==> src/rtl/mips_ctrl_pkg.sv <==
// Shared types and encodings for the multicycle MIPS-subset control path:
// sequencer states, opcode/funct values and datapath select codes.
package mips_ctrl_pkg;

  typedef enum logic [3:0] {
    S_FETCH     = 4'd0,
    S_DECODE    = 4'd1,
    S_EXEC_R    = 4'd2,
    S_R_WB      = 4'd3,
    S_EXEC_I    = 4'd4,
    S_I_WB      = 4'd5,
    S_MEM_ADDR  = 4'd6,
    S_MEM_READ  = 4'd7,
    S_MEM_WB    = 4'd8,
    S_MEM_WRITE = 4'd9,
    S_BRANCH    = 4'd10,
    S_JUMP      = 4'd11,
    S_TRAP      = 4'd12
  } state_e;

  localparam logic [5:0] OP_RTYPE = 6'h00;
  localparam logic [5:0] OP_ADDI  = 6'h08;
  localparam logic [5:0] OP_LW    = 6'h23;
  localparam logic [5:0] OP_SW    = 6'h2B;
  localparam logic [5:0] OP_BEQ   = 6'h04;
  localparam logic [5:0] OP_J     = 6'h02;

  localparam logic [5:0] FN_ADD = 6'h20;
  localparam logic [5:0] FN_SUB = 6'h22;
  localparam logic [5:0] FN_AND = 6'h24;
  localparam logic [5:0] FN_OR  = 6'h25;
  localparam logic [5:0] FN_SLT = 6'h2A;

  localparam logic [1:0] SRCA_PC = 2'd0;
  localparam logic [1:0] SRCA_A  = 2'd1;

  localparam logic [2:0] SRCB_B    = 3'd0;
  localparam logic [2:0] SRCB_4    = 3'd1;
  localparam logic [2:0] SRCB_SL2  = 3'd2;
  localparam logic [2:0] SRCB_SEXT = 3'd3;
  localparam logic [2:0] SRCB_MEM  = 3'd4;

  localparam logic [2:0] ALU_ADD = 3'd0;
  localparam logic [2:0] ALU_SUB = 3'd1;
  localparam logic [2:0] ALU_AND = 3'd2;
  localparam logic [2:0] ALU_OR  = 3'd3;
  localparam logic [2:0] ALU_SLT = 3'd4;

  localparam logic [1:0] PCS_ALU    = 2'd0;
  localparam logic [1:0] PCS_ALUOUT = 2'd1;
  localparam logic [1:0] PCS_JUMP   = 2'd2;

  typedef struct packed {
    logic       pc_write;
    logic       pc_write_cond;
    logic       iord;
    logic       mem_write;
    logic       ir_write;
    logic       reg_dst;
    logic       mem_to_reg;
    logic       reg_write;
    logic [1:0] alu_src_a;
    logic [2:0] alu_src_b;
    logic [2:0] alu_op;
    logic [1:0] pc_source;
  } ctrl_t;

  // Opcodes outside the supported subset land in TRAP.
  function automatic state_e decode_opcode(input logic [5:0] op);
    case (op)
      OP_RTYPE:      decode_opcode = S_EXEC_R;
      OP_ADDI:       decode_opcode = S_EXEC_I;
      OP_LW, OP_SW:  decode_opcode = S_MEM_ADDR;
      OP_BEQ:        decode_opcode = S_BRANCH;
      OP_J:          decode_opcode = S_JUMP;
      default:       decode_opcode = S_TRAP;
    endcase
  endfunction

endpackage

==> src/rtl/mips_funct_dec.sv <==
// R-type funct field to ALU operation decoder; also used by the ALU control.
module mips_funct_dec
  import mips_ctrl_pkg::*;
(
  input  logic [5:0] funct_i,
  output logic [2:0] alu_op_o,
  output logic       valid_o
);

  // Map supported funct codes; anything else is flagged invalid.
  always_comb begin
    alu_op_o = ALU_ADD;
    valid_o  = 1'b1;
    case (funct_i)
      FN_ADD:  alu_op_o = ALU_ADD;
      FN_SUB:  alu_op_o = ALU_SUB;
      FN_AND:  alu_op_o = ALU_AND;
      FN_OR:   alu_op_o = ALU_OR;
      FN_SLT:  alu_op_o = ALU_SLT;
      default: begin
        alu_op_o = ALU_ADD;
        valid_o  = 1'b0;
      end
    endcase
  end

endmodule

==> src/rtl/mips_mc_ctrl.sv <==
// Multicycle MIPS-subset sequencer. Control outputs are registered from the
// next state, so they line up with the state register and clear on reset.
module mips_mc_ctrl
  import mips_ctrl_pkg::*;
#(
  parameter int unsigned MEM_LAT = 2
) (
  input  logic       clk,
  input  logic       reset,
  input  logic [5:0] opcode,
  input  logic [5:0] funct,
  input  logic       zero,
  output logic       PCWrite,
  output logic       PCWriteCond,
  output logic       IorD,
  output logic       MemWrite,
  output logic       IRWrite,
  output logic       RegDst,
  output logic       MemToReg,
  output logic       RegWrite,
  output logic [1:0] ALUSrcA,
  output logic [2:0] ALUSrcB,
  output logic [2:0] ALUOp,
  output logic [1:0] PCSource,
  output logic       illegal,
  output logic [3:0] state
);

  localparam int unsigned    CW       = $clog2(MEM_LAT) + 1;
  localparam logic [CW-1:0]  CNT_LAST = CW'(MEM_LAT - 1);

  state_e        state_q, state_d;
  logic [CW-1:0] cnt_q, cnt_d;
  ctrl_t         ctrl_q, ctrl_d;
  logic          illegal_q, illegal_d;
  logic [2:0]    fn_alu_op;
  logic          fn_valid;
  logic          unused_zero;

  // The branch decision on zero is made in the datapath via PCWriteCond.
  assign unused_zero = zero;

  mips_funct_dec u_funct_dec (
    .funct_i  (funct),
    .alu_op_o (fn_alu_op),
    .valid_o  (fn_valid)
  );

  // Next-state and wait-counter logic; the counter is zero outside memory waits.
  always_comb begin
    state_d = state_q;
    cnt_d   = '0;
    case (state_q)
      S_FETCH: begin
        if (cnt_q == CNT_LAST) begin
          state_d = S_DECODE;
        end else begin
          cnt_d = cnt_q + CW'(1);
        end
      end
      S_DECODE:   state_d = decode_opcode(opcode);
      S_EXEC_R:   state_d = fn_valid ? S_R_WB : S_TRAP;
      S_EXEC_I:   state_d = S_I_WB;
      S_MEM_ADDR: begin
        if (opcode == OP_LW) begin
          state_d = S_MEM_READ;
        end else begin
          state_d = S_MEM_WRITE;
        end
      end
      S_MEM_READ: begin
        if (cnt_q == CNT_LAST) begin
          state_d = S_MEM_WB;
        end else begin
          cnt_d = cnt_q + CW'(1);
        end
      end
      S_R_WB, S_I_WB, S_MEM_WB, S_MEM_WRITE, S_BRANCH, S_JUMP: state_d = S_FETCH;
      S_TRAP:     state_d = S_TRAP;
      default:    state_d = S_TRAP;
    endcase
  end

  // Moore decode of the upcoming state into the control word.
  always_comb begin
    ctrl_d = '0;
    case (state_d)
      S_FETCH: begin
        ctrl_d.alu_src_a = SRCA_PC;
        ctrl_d.alu_src_b = SRCB_4;
        ctrl_d.alu_op    = ALU_ADD;
        ctrl_d.pc_source = PCS_ALU;
        if (cnt_d == CNT_LAST) begin
          ctrl_d.ir_write = 1'b1;
          ctrl_d.pc_write = 1'b1;
        end else begin
          ctrl_d.ir_write = 1'b0;
          ctrl_d.pc_write = 1'b0;
        end
      end
      S_DECODE: begin
        ctrl_d.alu_src_a = SRCA_PC;
        ctrl_d.alu_src_b = SRCB_SL2;
        ctrl_d.alu_op    = ALU_ADD;
      end
      S_EXEC_R: begin
        ctrl_d.alu_src_a = SRCA_A;
        ctrl_d.alu_src_b = SRCB_B;
        ctrl_d.alu_op    = fn_alu_op;
      end
      S_R_WB: begin
        ctrl_d.reg_dst   = 1'b1;
        ctrl_d.reg_write = 1'b1;
      end
      S_EXEC_I, S_MEM_ADDR: begin
        ctrl_d.alu_src_a = SRCA_A;
        ctrl_d.alu_src_b = SRCB_SEXT;
        ctrl_d.alu_op    = ALU_ADD;
      end
      S_I_WB:      ctrl_d.reg_write = 1'b1;
      S_MEM_READ:  ctrl_d.iord = 1'b1;
      S_MEM_WB: begin
        ctrl_d.mem_to_reg = 1'b1;
        ctrl_d.reg_write  = 1'b1;
      end
      S_MEM_WRITE: begin
        ctrl_d.iord      = 1'b1;
        ctrl_d.mem_write = 1'b1;
      end
      S_BRANCH: begin
        ctrl_d.alu_src_a     = SRCA_A;
        ctrl_d.alu_src_b     = SRCB_B;
        ctrl_d.alu_op        = ALU_SUB;
        ctrl_d.pc_source     = PCS_ALUOUT;
        ctrl_d.pc_write_cond = 1'b1;
      end
      S_JUMP: begin
        ctrl_d.pc_source = PCS_JUMP;
        ctrl_d.pc_write  = 1'b1;
      end
      S_TRAP:  ctrl_d = '0;
      default: ctrl_d = '0;
    endcase
  end

  assign illegal_d = illegal_q | (state_d == S_TRAP);

  // State, counter, control word and sticky illegal flag; reset aborts any instruction.
  always_ff @(posedge clk) begin
    if (!reset) begin
      state_q   <= S_FETCH;
      cnt_q     <= '0;
      ctrl_q    <= '0;
      illegal_q <= 1'b0;
    end else begin
      state_q   <= state_d;
      cnt_q     <= cnt_d;
      ctrl_q    <= ctrl_d;
      illegal_q <= illegal_d;
    end
  end

  assign PCWrite     = ctrl_q.pc_write;
  assign PCWriteCond = ctrl_q.pc_write_cond;
  assign IorD        = ctrl_q.iord;
  assign MemWrite    = ctrl_q.mem_write;
  assign IRWrite     = ctrl_q.ir_write;
  assign RegDst      = ctrl_q.reg_dst;
  assign MemToReg    = ctrl_q.mem_to_reg;
  assign RegWrite    = ctrl_q.reg_write;
  assign ALUSrcA     = ctrl_q.alu_src_a;
  assign ALUSrcB     = ctrl_q.alu_src_b;
  assign ALUOp       = ctrl_q.alu_op;
  assign PCSource    = ctrl_q.pc_source;
  assign illegal     = illegal_q;
  assign state       = state_q;

endmodule

==> config.mk <==
export PLATFORM = sky130hd
export DESIGN_NAME = mips_mc_ctrl
export DESIGN_NICKNAME = d
export VERILOG_FILES = /design/src/rtl/mips_ctrl_pkg.sv /design/src/rtl/mips_funct_dec.sv /design/src/rtl/mips_mc_ctrl.sv
export SDC_FILE = /design/constraint.sdc
export NUM_CORES = 1
export LEC_CHECK = 0
export ABC_CLOCK_PERIOD_IN_PS = 2370
export BUFFER_PORTS_ARGS = -buffer_cell sky130_fd_sc_hd__buf_2
export CAP_MARGIN = 0
export CORE_ASPECT_RATIO = 0.8
export CORE_MARGIN = 3
export CORE_UTILIZATION = 43
export CTS_CLUSTER_SIZE = 14
export DETAILED_ROUTE_END_ITERATION = 12
export PLACE_DENSITY = 0.74
export SKIP_CTS_REPAIR_TIMING = 1
export SLEW_MARGIN = 20
export SYNTH_ARGS = -nofsm -noshare
export SYNTH_HDL_FRONTEND = slang
export SYNTH_SLANG_ARGS = --single-unit
==> constraint.sdc <==
create_clock -name clk -period 2.37 [get_ports clk]
set_clock_uncertainty 0.05 [all_clocks]
set_input_delay 0 -clock clk [delete_from_list [all_inputs] [get_ports clk]]
set_output_delay 0 -clock clk [all_outputs]
set_load 0.005 [all_outputs]
==> results of run 1 <==
## power by group
group / switching, W / internal, W / total, W
logic: 0.000281 / 0.000199 / 0.000480
clock network: 0.000112 / 0.0000939 / 0.000206
registers: 0.0000353 / 0.000436 / 0.000472
total: 0.000428 / 0.000729 / 0.00116
## sequential cells by signal, summed over array words and instances, names as in the netlist
| name | flops |
|---|---|
| state | 4 |
| ALUOp | 3 |
| ALUSrcB | 2 |
| PCSource | 2 |
| cnt_q | 2 |
| ALUSrcA | 1 |
| IRWrite | 1 |
| IorD | 1 |
| MemToReg | 1 |
| MemWrite | 1 |
| PCWrite | 1 |
| RegDst | 1 |
| RegWrite | 1 |
| illegal | 1 |
## routing by layer
metal,share of wire [%],up-vias
li1,-,499
met4,0.26,0
met2,48,40
met1,45,502
met3,6.8,2
met5,0,-
## worst reg2reg max path, cell delays in order (launching register included)
cell     delay (ns)
dfxtp_2        0.36
nor4b_4        0.29
or4b_4         0.51
o31a_1         0.15
or3_4          0.39
or3_4          0.36
nor4_2         0.15
## worst max path at each step
stage	slack (ns)	end	cells past startpoint
after floorplan	0.0006	ALUOp[1]	6
after global placement	0.05	ALUOp[1]	6
after detailed placement	-0.04	ALUOp[2]	6
after CTS	-0.07	ALUOp[2]	6
after global routing	-0.01	ALUOp[2]	6
final	0.04	ALUOp[2]	6
## layout make-up
type	instances	area (um^2)	share of cell area [%]
clock buffers	4	36.3	2.64
inverters	4	15.0	1.09
multi-input cells	84	567	41.2
flip-flops and latches	22	443	32.2
well taps	25	31.3	2.27
repair buffers	47	283	20.6
## cells in the final DEF (no fill, tap or decap), drive strengths merged, types with 3 or more instances in the layout
cell type    count
nor4             3
a21oi            6
or3              3
nand2            8
nor4b            3
inv              4
clkbuf           4
buf             41
nor2b            4
or2              4
nor3             9
nand2b           6
o21ai            3
dfxtp           22
dlygate4sd3      6
nor2             7
## stage by stage
stage	utilization, %	TNS (ns)	hold WS, ns	worst slack [ns]	total power, W
global route	62.1	-0.0130	0.0122	-0.0130	0.00124
CTS	58.0	-0.146	-0.156	-0.0733	0.00113
detailed placement	56.4	-0.0882	0.176	-0.0445	0.000931
finish	62.1	0	-0.0247	0.0375	0.00116
global placement	56.4	0	0.163	0.0464	0.000931
floorplan	-	0	0.0210	0.000623	0.000754
## cells by family after synthesis
logic type             count (synthesis)  synth area share [%]
AOI/OAI and AO/OA                     20                  13.4
muxes                                  2                  2.08
and+or+nand+nor                       60                  36.4
other                                  1                 0.366
DFF                                   22                  43.0
buffers and inverters                 10                  4.76
==> results.py, run 1 <==
metrics = {
    "synth": {
        "yosysUniqueCellTypes": 39,
        "synth_edf_count": 0,
        "ys.flop_type": "dfxtp_1",
        "synth_cells": 115,
        "synth_area_leader_cell": "dfxtp_1",
        "yosys.area.top_type_share_pct": 43.0,
        "yosys-top-cells-area": "dfxtp_1 43%, nor3_1 4.4%, nand2b_1 3.7%",
        "yosysWarnings": 0,
        "ys_seq_elements": 22,
        "ys_seq_area_share_pct": 43.0,
        "async_reset_ff_share_pct": 0,
        "syn_avg_cell_area_um2": 8.91,
        "synth_common_cells": "22 x dfxtp_1, 9 x nor3_1, 8 x nand2_1",
        "synth.most_common_cell": "dfxtp_1",
        "netlist_area_mm2": 0.00102,
    },
    "grt": {
        "grt_pass1_wl_um": 4070,
        "met1_usage_pct": 23.0,
        "grt_max_degree": 14,
        "antenna_found_initial": 0,
        "overflow": 0,
        "gr-usage-met3_pct": 4.71,
        "gr-usage-met2_pct": 29.0,
        "grt_pass1_vias": 926,
        "grt_busiest_layer": "met2",
        "grt_util_all_layers_pct": 17.3,
    },
    "timing": {
        "fmax_mhz": 429,
        "post-route-min-period_ns": 2.33,
        "fin_crit_sh_pct": 98.4,
        "slew_violations": 0,
        "setup_viol": 0,
        "hold_viol_final": 1,
        "holdWs_ns": -0.0247,
    },
    "finish": {
        "drive_gt1_share_pct": 34.2,
        "num-fill-cells": 208,
        "stdcell_area_mm2": 0.00138,
        "n_antenna_cell": 0,
        "final_cells": 186,
        "finalNetCount": 177,
        "area_growth_pct": 34.2,
    },
    "die": {
        "core-area_mm2": 0.00221,
        "start_util_pct": 46.3,
        "die_x_um": 60.6,
        "fp-row-count": 15,
        "io_pins": 38,
        "die_area_mm2": 0.00301,
        "dieHeight_um": 49.7,
    },
    "worst_setup_path": {
        "rrSetupSlack_ns": 0.04,
        "worstReg2RegEnd": "ALUOp[2]",
        "crit_path_end_kind": "flip-flop",
        "crit_chain": "nor4b_4, or4b_4, o31a_1, or3_4, or3_4, nor4_2",
        "crit_type": "reg -> reg",
        "cp-start-kind": "flip-flop",
        "crit_start": "state[2]",
        "cp_common_cell": "or3_4",
        "critPathSlowestCell": "or4b_4",
        "crit_family": "simple AND/OR/NAND/NOR gates",
        "crit_arrival_ns": 2.51,
        "required_ns": 2.55,
        "path_buf_inv": 0,
        "path_max_fanout": 3,
        "critical-path-max-stage-delay_ns": 0.51,
        "rr_worst_depth": 6,
        "r2r_start": "state[2]",
    },
    "clock_network": {
        "cts.sink_count": 22,
        "cts_buffers": 3,
        "h-tree-depth": 1,
        "clockRootBuffer": "clkbuf_4",
        "clock_latency_ns": 0.31,
        "cts_buffer_depth": 2,
        "cts_tree": "built",
        "clk_pin_slew_ns": 0.12,
    },
    "run_status": {
        "status": "finished, violations left",
        "violations": "negative hold slack",
    },
    "min_path": {
        "hold_class": "in -> reg",
        "holdPathStages": 4,
        "whs_endpoint": "ALUOp[0]",
        "hold_start": "funct[3]",
    },
    "routing": {
        "avgRoutedWirePerCell_um": 14.4,
        "wl_um": 2670,
        "viasPerCell": 5.61,
        "ant_nets": 0,
        "vias": 1043,
        "drt_iter0_drc": 28,
        "firstDrtPassIters": 4,
        "drcViolationCount": 0,
    },
    "placement": {
        "port_buffers": 34,
        "gp_congestion": 0.867,
        "placedCellCount": 176,
        "placed_area_mm2": 0.00125,
        "hpwl_um": 1940,
    },
    "pwr": {
        "p_per_area_mw_per_mm2": 841,
        "p_leak_nw": 0.611,
        "irDropWorstVdd_v": 0.000606,
    },
    "job": {
        "maxCapViolations": 0,
    },
}
Power figures use the tool's default switching activity.
==> inputs of run 2 (changes only) <==
- CELL_PAD_IN_SITES_DETAIL_PLACEMENT: unset -> 1
- CELL_PAD_IN_SITES_GLOBAL_PLACEMENT: unset -> 1
- CORE_UTILIZATION: 43 -> 31
- PLACE_DENSITY: 0.74 -> unset
- PLACE_DENSITY_LB_ADDON: unset -> 0.1
==> run 2 against run 1 <==
Sequential share of layout area down 0.72 points. Largest power group unchanged. Combinational power grew 4%. Total power rose by 14%. The flow still finishes with violations (negative hold slack). Non-clock buffer count shrank 2. Via count shrank 3.7%.
==> results.py, run 2 (same netlist as run 1, synthesis figures left out) <==
metrics = {
    "timing": {
        "rsz0062_at_grt": "yes",
        "post-route-min-period_ns": 2.31,
        "setup_viol": 0,
        "holdWs_ns": -0.0885,
        "fin_crit_sh_pct": 97.6,
        "setup_ws_ns": 0.0568,
        "fmax_mhz": 432,
        "slew_violations": 0,
        "hold_viol_final": 1,
    },
    "routing": {
        "wl_um": 2910,
        "drt_iter0_drc": 25,
        "viasPerCell": 5.05,
        "avgRoutedWirePerCell_um": 14.6,
        "ant_nets": 0,
        "firstDrtPassIters": 4,
        "vias": 1004,
        "drcViolationCount": 0,
    },
    "finish": {
        "area_growth_pct": 36.9,
        "finalNetCount": 175,
        "layout_common_cells": "34 x buf_2, 21 x dfxtp_1, 9 x nor3_1, 9 x buf_4, 8 x nand2_1",
        "n_antenna_cell": 0,
        "stdcell_area_mm2": 0.00140,
        "largest_reg_flops": 4,
        "mostFrequentLayoutCell": "buf_2",
        "drive_gt1_share_pct": 35.2,
        "final_cells": 199,
    },
    "min_path": {
        "hold_class": "in -> reg",
    },
    "clock_network": {
        "clock_latency_ns": 0.26,
        "cts_buffer_depth": 2,
        "clk_pin_slew_ns": 0.08,
        "cts_tree": "built",
        "cts.sink_count": 22,
        "clockRootBuffer": "clkbuf_8",
        "h-tree-depth": 1,
        "cts_buffers": 3,
    },
    "worst_setup_path": {
        "crit_path_end_kind": "flip-flop",
        "crit_type": "reg -> reg",
        "crit_arrival_ns": 2.45,
        "required_ns": 2.50,
        "cp-start-kind": "flip-flop",
        "path_max_fanout": 2,
    },
    "die": {
        "core-area_mm2": 0.00313,
        "fp-row-count": 18,
        "start_util_pct": 32.7,
        "die_x_um": 70.3,
        "die_area_mm2": 0.00404,
        "dieHeight_um": 57.4,
        "io_pins": 38,
    },
    "placement": {
        "hpwl_um": 2250,
        "port_buffers": 34,
        "placedCellCount": 192,
        "dp_slack_ns": -0.0620,
        "gp_congestion": 0.870,
        "placed_area_mm2": 0.00127,
    },
    "job": {
        "maxCapViolations": 0,
    },
    "pwr": {
        "irDropWorstVdd_v": 0.000572,
        "p_leak_nw": 0.619,
        "p_per_area_mw_per_mm2": 937,
    },
    "grt": {
        "grt_util_all_layers_pct": 14.6,
        "antenna_found_initial": 0,
        "grt_max_degree": 14,
        "grt_pass1_vias": 980,
        "grt_pass1_wl_um": 4770,
        "overflow": 0,
    },
    "run_status": {
        "status": "finished, violations left",
        "violations": "negative hold slack",
    },
}
[run 2: changes by cell type in the layout (fill, tap and decap cells not counted)]
cell           delta
dlygate4sd3_1     -4
clkbuf_8          +2
bufinv_16         +1
clkbuf_4          -3
buf_4             +2
dfxtp_2           -1
dfxtp_1           +1
[run 2: report_power, final]
| part | total [W] | internal (W) | switching (W) |
|---|---|---|---|
| registers | 0.000471 | 0.000435 | 0.0000355 |
| logic | 0.000498 | 0.000205 | 0.000293 |
| clock network | 0.000345 | 0.000225 | 0.000119 |
[run 2: layout make-up]
| class | count | area (um^2) |
|---|---|---|
| flip-flops and latches | 22 | 442 |
| multi-input cells | 84 | 567 |
| well taps | 40 | 50.0 |
| clock inverters | 1 | 30.0 |
| repair buffers | 45 | 258 |
| inverters | 4 | 15.0 |
| clock buffers | 3 | 41.3 |
| fillers | 386 | 1730 |
[run 2: worst max-delay path, cell delays in order, from the launching register on]
cell,delay [ns]
dfxtp_2,0.35
nor4b_4,0.31
or4b_4,0.50
o31a_1,0.14
or3_4,0.34
or3_4,0.42
nor4_2,0.13
[run 2: final timing paths]
path         startpoint        to  slack, ns  cells past startpoint
max            state[2]  ALUOp[2]       0.06                      6
min            funct[3]  ALUOp[1]      -0.09                      2
max reg2reg    state[2]  ALUOp[2]       0.06                      6
min reg2reg     illegal   illegal       0.42                      2
[run 2: per-layer routing]
metal | up-vias | share of wire (%) | global-route usage [%]
li1 | 503 | - | -
met4 | 0 | 0.28 | 1.64
met5 | - | 0 | 0
met2 | 23 | 48 | 23.5
met1 | 476 | 47 | 20.1
met3 | 2 | 5.2 | 4.05
[run 2: metrics by stage]
step	utilization (%)	hold slack, ns	total power, W	TNS (ns)
2_1_floorplan	-	0.0210	0.000754	0
3_3_place_gp	40.7	0.167	0.000955	0
3_5_place_dp	40.7	0.173	0.000959	-0.110
4_1_cts	43.0	-0.111	0.00130	-0.127
5_1_grt	44.8	-0.0982	0.00142	-0.0344
6_report	44.8	-0.0885	0.00131	0
